File: config.mk
export PLATFORM = sky130hd
export DESIGN_NAME = lif_neuron_array
export DESIGN_NICKNAME = d
export VERILOG_FILES = /design/src/rtl/lif_pkg.sv /design/src/rtl/spike_event_arbiter.sv /design/src/rtl/lif_neuron_array.sv
export SDC_FILE = /design/constraint.sdc
export NUM_CORES = 1
export LEC_CHECK = 0
export BUFFER_PORTS_ARGS = -buffer_cell sky130_fd_sc_hd__buf_2
export CAP_MARGIN = 10
export CORE_MARGIN = 2
export CORE_UTILIZATION = 59
export DETAILED_ROUTE_END_ITERATION = 8
export PLACE_DENSITY = 0.81
export SLEW_MARGIN = 25
export SYNTH_ARGS = -nofsm -noshare
export SYNTH_HDL_FRONTEND = slang
export SYNTH_SLANG_ARGS = --single-unit
File: constraint.sdc
create_clock -name clk -period 6 [get_ports clk]
set_input_delay 0.6 -clock clk [delete_from_list [all_inputs] [get_ports clk]]
set_output_delay 0.6 -clock clk [all_outputs]
set_load 0.01 [all_outputs]
File: src/rtl/lif_pkg.sv
`default_nettype none
// ============================================================================
//  Module   : lif_pkg
//  Brief    : Shared defaults and helpers for the LIF neuron array:
//             refractory-counter width, saturating add, lowest-set-bit pick.
//  Revision : 1.0 - initial release
// ============================================================================
package lif_pkg;

   localparam int LIF_N_CH_DEF   = 4;
   localparam int LIF_W_DEF      = 8;
   localparam int LEAK_SHIFT_DEF = 1;
   localparam int REFRAC_DEF     = 3;

   // Width of a counter that must hold 0..refrac; never narrower than 1 bit.
   function automatic int refrac_width(input int refrac);
      if (refrac < 1) begin
         return 1;
      end
      return $clog2(refrac + 1);
   endfunction

   // a + b clamped to 2**w-1. Operands are zero-extended w-bit values, so the
   // result always fits in the low w bits.
   function automatic logic [31:0] sat_add(input logic [31:0] a,
                                           input logic [31:0] b,
                                           input int          w);
      logic [32:0] sum;
      logic [32:0] lim;
      sum = {1'b0, a} + {1'b0, b};
      lim = (33'd1 << w) - 33'd1;
      return (sum > lim) ? lim[31:0] : sum[31:0];
   endfunction

   // Index of the lowest set bit; 0 when the mask is empty.
   function automatic int lowest_set(input logic [31:0] mask);
      int idx;
      idx = 0;
      for (int i = 31; i >= 0; i--) begin
         if (mask[i]) begin
            idx = i;
         end
      end
      return idx;
   endfunction

endpackage
`default_nettype wire

File: src/rtl/spike_event_arbiter.sv
`default_nettype none
// ============================================================================
//  Module   : spike_event_arbiter
//  Brief    : Collects spike pulses into a pending mask and serialises them
//             as channel-ID events over valid/ready, lowest index first.
//             Re-spiking on a channel whose event is still pending merges the
//             two and raises a sticky overflow flag.
//  Revision : 1.0 - initial release
// ============================================================================
module spike_event_arbiter
   import lif_pkg::*;
#(
   parameter int N_CH = LIF_N_CH_DEF
) (
   input  logic                      clk,
   input  logic                      reset,
   input  logic [N_CH-1:0]           spike_set_i,
   input  logic                      evt_ready_i,
   output logic                      evt_valid_o,
   output logic [$clog2(N_CH)-1:0]   evt_ch_o,
   output logic                      evt_overflow_o
);

   localparam int CH_W = $clog2(N_CH);

   logic [N_CH-1:0] pending_q, pending_d;
   logic            evt_valid_q, evt_valid_d;
   logic [CH_W-1:0] evt_ch_q, evt_ch_d;
   logic            ovf_q, ovf_d;

   logic            w_hs;
   logic [N_CH-1:0] w_hs_mask;
   logic [N_CH-1:0] w_avail;
   logic [31:0]     w_avail_ext;

   // Next-state: retire the handshaked channel, merge new spikes, reload the
   // output register whenever it is empty or being consumed.
   always_comb begin
      w_hs = evt_valid_q & evt_ready_i;
      for (int k = 0; k < N_CH; k++) begin
         w_hs_mask[k] = w_hs && (evt_ch_q == CH_W'(k));
      end
      w_avail                = pending_q & ~w_hs_mask;
      w_avail_ext            = '0;
      w_avail_ext[N_CH-1:0]  = w_avail;

      // A spike on the channel being retired this edge simply re-arms it.
      pending_d = w_avail | spike_set_i;
      ovf_d     = ovf_q | (|(spike_set_i & w_avail));

      evt_valid_d = evt_valid_q;
      evt_ch_d    = evt_ch_q;
      if (!evt_valid_q || w_hs) begin
         evt_valid_d = |w_avail;
         if (|w_avail) begin
            evt_ch_d = CH_W'(lowest_set(w_avail_ext));
         end
      end
   end

   // State registers.
   always_ff @(posedge clk) begin
      if (reset) begin
         pending_q   <= '0;
         evt_valid_q <= 1'b0;
         evt_ch_q    <= '0;
         ovf_q       <= 1'b0;
      end else begin
         pending_q   <= pending_d;
         evt_valid_q <= evt_valid_d;
         evt_ch_q    <= evt_ch_d;
         ovf_q       <= ovf_d;
      end
   end

   assign evt_valid_o    = evt_valid_q;
   assign evt_ch_o       = evt_ch_q;
   assign evt_overflow_o = ovf_q;

endmodule
`default_nettype wire

File: src/rtl/lif_neuron_array.sv
`default_nettype none
// ============================================================================
//  Module   : lif_neuron_array
//  Brief    : N_CH parallel leaky integrate-and-fire neurons with programmable
//             thresholds, shift leak, saturating membrane and refractory
//             period; spikes as a pulse vector plus a channel-ID event stream.
//  Revision : 1.0 - initial release
// ============================================================================
module lif_neuron_array
   import lif_pkg::*;
#(
   parameter int N_CH       = LIF_N_CH_DEF,
   parameter int W          = LIF_W_DEF,
   parameter int LEAK_SHIFT = LEAK_SHIFT_DEF,
   parameter int REFRAC     = REFRAC_DEF
) (
   input  logic                      clk,
   input  logic                      reset,
   input  logic                      step,
   input  logic [N_CH*W-1:0]         in_current,
   input  logic                      thr_we,
   input  logic [$clog2(N_CH)-1:0]   thr_ch,
   input  logic [W-1:0]              thr_data,
   output logic [N_CH-1:0]           spike,
   output logic [N_CH*W-1:0]         state_flat,
   output logic                      evt_valid,
   output logic [$clog2(N_CH)-1:0]   evt_ch,
   input  logic                      evt_ready,
   output logic                      evt_overflow
);

   localparam int           CH_W     = $clog2(N_CH);
   localparam int           REFRAC_W = refrac_width(REFRAC);
   localparam logic [W-1:0] THR_RST  = {1'b1, {(W-1){1'b0}}};

   logic [N_CH-1:0] w_spike_set;

   for (genvar k = 0; k < N_CH; k++) begin : g_ch
      logic [W-1:0]        v_q, v_d;
      logic [W-1:0]        thr_q, thr_d;
      logic [REFRAC_W-1:0] rf_q, rf_d;
      logic                sp_q, sp_d;
      logic [31:0]         w_base, w_cur, w_n, w_thr;

      // Integrate/fire decision for this channel; threshold write lands
      // after any same-cycle step has compared against the old value.
      always_comb begin
         w_base          = '0;
         w_base[W-1:0]   = v_q - (v_q >> LEAK_SHIFT);
         w_cur           = '0;
         w_cur[W-1:0]    = in_current[k*W +: W];
         w_n             = sat_add(w_base, w_cur, W);
         w_thr           = '0;
         w_thr[W-1:0]    = thr_q;

         thr_d = thr_q;
         if (thr_we && (thr_ch == CH_W'(k))) begin
            thr_d = thr_data;
         end

         v_d  = v_q;
         rf_d = rf_q;
         sp_d = 1'b0;
         if (step) begin
            if (thr_q == '0) begin
               v_d  = '0;
               rf_d = '0;
            end else if (rf_q != '0) begin
               v_d  = '0;
               rf_d = rf_q - REFRAC_W'(1);
            end else if (w_n >= w_thr) begin
               sp_d = 1'b1;
               v_d  = '0;
               rf_d = REFRAC_W'(REFRAC);
            end else begin
               v_d  = w_n[W-1:0];
            end
         end
      end

      // Channel state registers.
      always_ff @(posedge clk) begin
         if (reset) begin
            v_q   <= '0;
            thr_q <= THR_RST;
            rf_q  <= '0;
            sp_q  <= 1'b0;
         end else begin
            v_q   <= v_d;
            thr_q <= thr_d;
            rf_q  <= rf_d;
            sp_q  <= sp_d;
         end
      end

      assign w_spike_set[k]         = sp_d;
      assign spike[k]               = sp_q;
      assign state_flat[k*W +: W]   = v_q;
   end

   spike_event_arbiter #(
      .N_CH (N_CH)
   ) u_arb (
      .clk            (clk),
      .reset          (reset),
      .spike_set_i    (w_spike_set),
      .evt_ready_i    (evt_ready),
      .evt_valid_o    (evt_valid),
      .evt_ch_o       (evt_ch),
      .evt_overflow_o (evt_overflow)
   );

endmodule
`default_nettype wire
==> impl_metrics.json <==
{
  "setup_viol": 0,
  "postSynthCellCount": 823,
  "io_pins": 87,
  "grt_pass1_vias": 5496,
  "async_flop_share": 0,
  "antenna_found_initial": 0,
  "antenna_cells": 0,
  "grt_pass1_wl_um": 24180,
  "nets": 1054,
  "netlist_area_sq_um": 6640,
  "drt-total-wl_um": 14150,
  "tightestPinTransition_ps": 940.5,
  "slew_headroom": 0.3707,
  "cp_max_fo": 6,
  "clock_latency_ps": 360,
  "dieWidth_um": 110.1,
  "gp_congestion": 0.8638,
  "drv_slew": 0,
  "synth_cell_type_count": 73,
  "tritoncts.num_buffers": 9,
  "max_freq_mhz": 216.3,
  "final_cell_mix": "inv_1, ha_1, buf_2",
  "drc_errors": 0,
  "grt-ovfl-total": 0,
  "cts_buffer_depth": 2,
  "cts_setup_buffers": 0,
  "tritoncts": "yes",
  "finalCriticalPeriod_ps": 4622,
  "cap_violations": 0,
  "drive_gt1_frac": 0.1405,
  "design.core.area_sq_um": 10890,
  "yosysWarnings": 0,
  "dp.cells": 1029,
  "drt_iter0_drc": 304,
  "area_delta_synth_final_pct": 10.99,
  "die_h_um": 110.1,
  "dieArea_sq_um": 12120,
  "skew_ps": 10.64,
  "grt.total_usage": 0.2471,
  "hold_buffers": 0,
  "synth_top_area_frac": 0.2533,
  "crit_path_end_kind": "register",
  "avgSynthCellArea_sq_um": 8.068,
  "hp-class": "register to register",
  "tns_ps": 0,
  "synth-seq-cells": 84,
  "period_share": 0.7704,
  "fin_cells": 1044,
  "num_rows": 38,
  "path_class": "register to register",
  "syn_nets": 977,
  "cts.sinks": 84,
  "cp.required_ps": 6260,
  "grt_max_degree": 67,
  "clkTransAtPathRegs_ps": 90,
  "firstDrtPassIters": 4,
  "htree_num_levels": 3,
  "crit_path_start_kind": "register",
  "portBuffers": 86,
  "initial_core_util": 0.6099,
  "dpl.hpwl_um": 11200,
  "finalHoldViolCount": 0,
  "vias": 5854,
  "cts_resized": 0,
  "yosys.area.top_type": "dfxtp_1",
  "synth_area_leaders": "dfxtp_1, ha_1, a21oi_1",
  "cts_root_buffer": "clkbuf_8",
  "viasPerCell": 5.607,
  "crit_arrival_ps": 4880,
  "wl_per_cell_um": 13.56,
  "synthFlopType": "dfxtp_1",
  "status": "complete, no violations",
  "synth_edf_count": 0,
  "rsz0062_at_grt": "false",
  "final_antenna_net_count": 0,
  "synth_seq_area_share": 0.2533,
  "final_common_cell": "inv_1"
}
[synth_stat cells (9+ instances only)]
library cell / instances
nor3_1: 9
nand2_1: 84
ha_1: 99
o21ai_1: 11
nand3_1: 19
nand2b_1: 14
xnor2_1: 23
nor2_1: 53
o21ai_0: 27
dfxtp_1: 84
a211oi_1: 11
clkbuf_1: 13
inv_1: 100
a21o_1: 26
a21oi_1: 77
a22o_1: 13
nor2b_1: 13
[per-layer routing]
| layer | GRT usage | wire (um) | part of all wire | vias up |
|---|---|---|---|---|
| li1 | - | - | - | 3062 |
| met1 | 0.3234 | 6754 | 0.48 | 2675 |
| met2 | 0.4224 | 6705 | 0.47 | 105 |
| met3 | 0.02293 | 548 | 0.039 | 12 |
| met4 | 0.09042 | 145 | 0.010 | 0 |
| met5 | 0 | 0 | 0 | - |
[flip-flops by register name, summed over array words and instances, names as in the netlist]
name,cells
g_ch.rf_q,8
g_ch.sp_q,4
g_ch.thr_q,32
g_ch.v_q,32
u_arb.evt_ch_o,2
u_arb.evt_overflow_o,1
u_arb.evt_valid_o,1
u_arb.pending_q,4
[final cells by class]
| type | count | area, sq um |
|---|---|---|
| multi-input cells | 617 | 4484 |
| flip-flops and latches | 84 | 1682 |
| fillers | 969 | 3518 |
| clock inverters | 6 | 87.58 |
| clock buffers | 9 | 123.9 |
| repair buffers | 87 | 437.9 |
| inverters | 101 | 379.1 |
| well taps | 140 | 175.2 |
[cells by family after synthesis]
group	count (synthesis)	synth area share
XOR/XNOR	29	0.03825
flip-flops	84	0.2533
multiplexers	5	0.007726
AND/OR/NAND/NOR	238	0.1754
AO/OA/AOI/OAI	238	0.2433
buffers and inverters	122	0.07141
adder cells (fa/ha/maj)	107	0.2107
[worst max-delay path, cell delays in order, from the launching register on]
cell	delay, ps
dfxtp_1	380
inv_1	90
ha_1	270
a21o_1	170
a21oi_1	210
a2bb2oi_1	240
nor2b_1	180
xnor2_1	160
ha_1	290
a21oi_1	230
nand2_2	130
a311oi_4	420
nand2_1	130
ha_1	310
a21o_1	190
a221oi_2	300
o21ai_1	190
nand4_1	220
o22ai_1	110
o31a_1	290
[path summary, 6_finish.rpt]
kind	slack, ps	start	endpoint	cells past startpoint
max	1380	g_ch[2].v_q[2]	u_arb.evt_overflow_o	19
min	470	g_ch[2].v_q[0]	g_ch[2].v_q[0]	2
max reg2reg	1380	g_ch[2].v_q[2]	u_arb.evt_overflow_o	19
min reg2reg	470	g_ch[2].v_q[0]	g_ch[2].v_q[0]	2
[stage by stage]
stage / utilization / hold slack (ps) / worst slack, ps / cell area [sq um]
2_1_floorplan: - / 446.3 / 1736 / 6640
3_3_place_gp: 0.6574 / 457.5 / 1491 / 7158
3_5_place_dp: 0.6574 / 463.4 / 1350 / 7158
4_1_cts: 0.6769 / 475.7 / 1329 / 7370
5_1_grt: 0.6769 / 483.7 / 885.4 / 7370
6_report: 0.6769 / 471.5 / 1378 / 7370
Power is left out: the tool's default activity adds up to more than one toggle a clock period on the data nets, which glitch-free logic cannot reach.
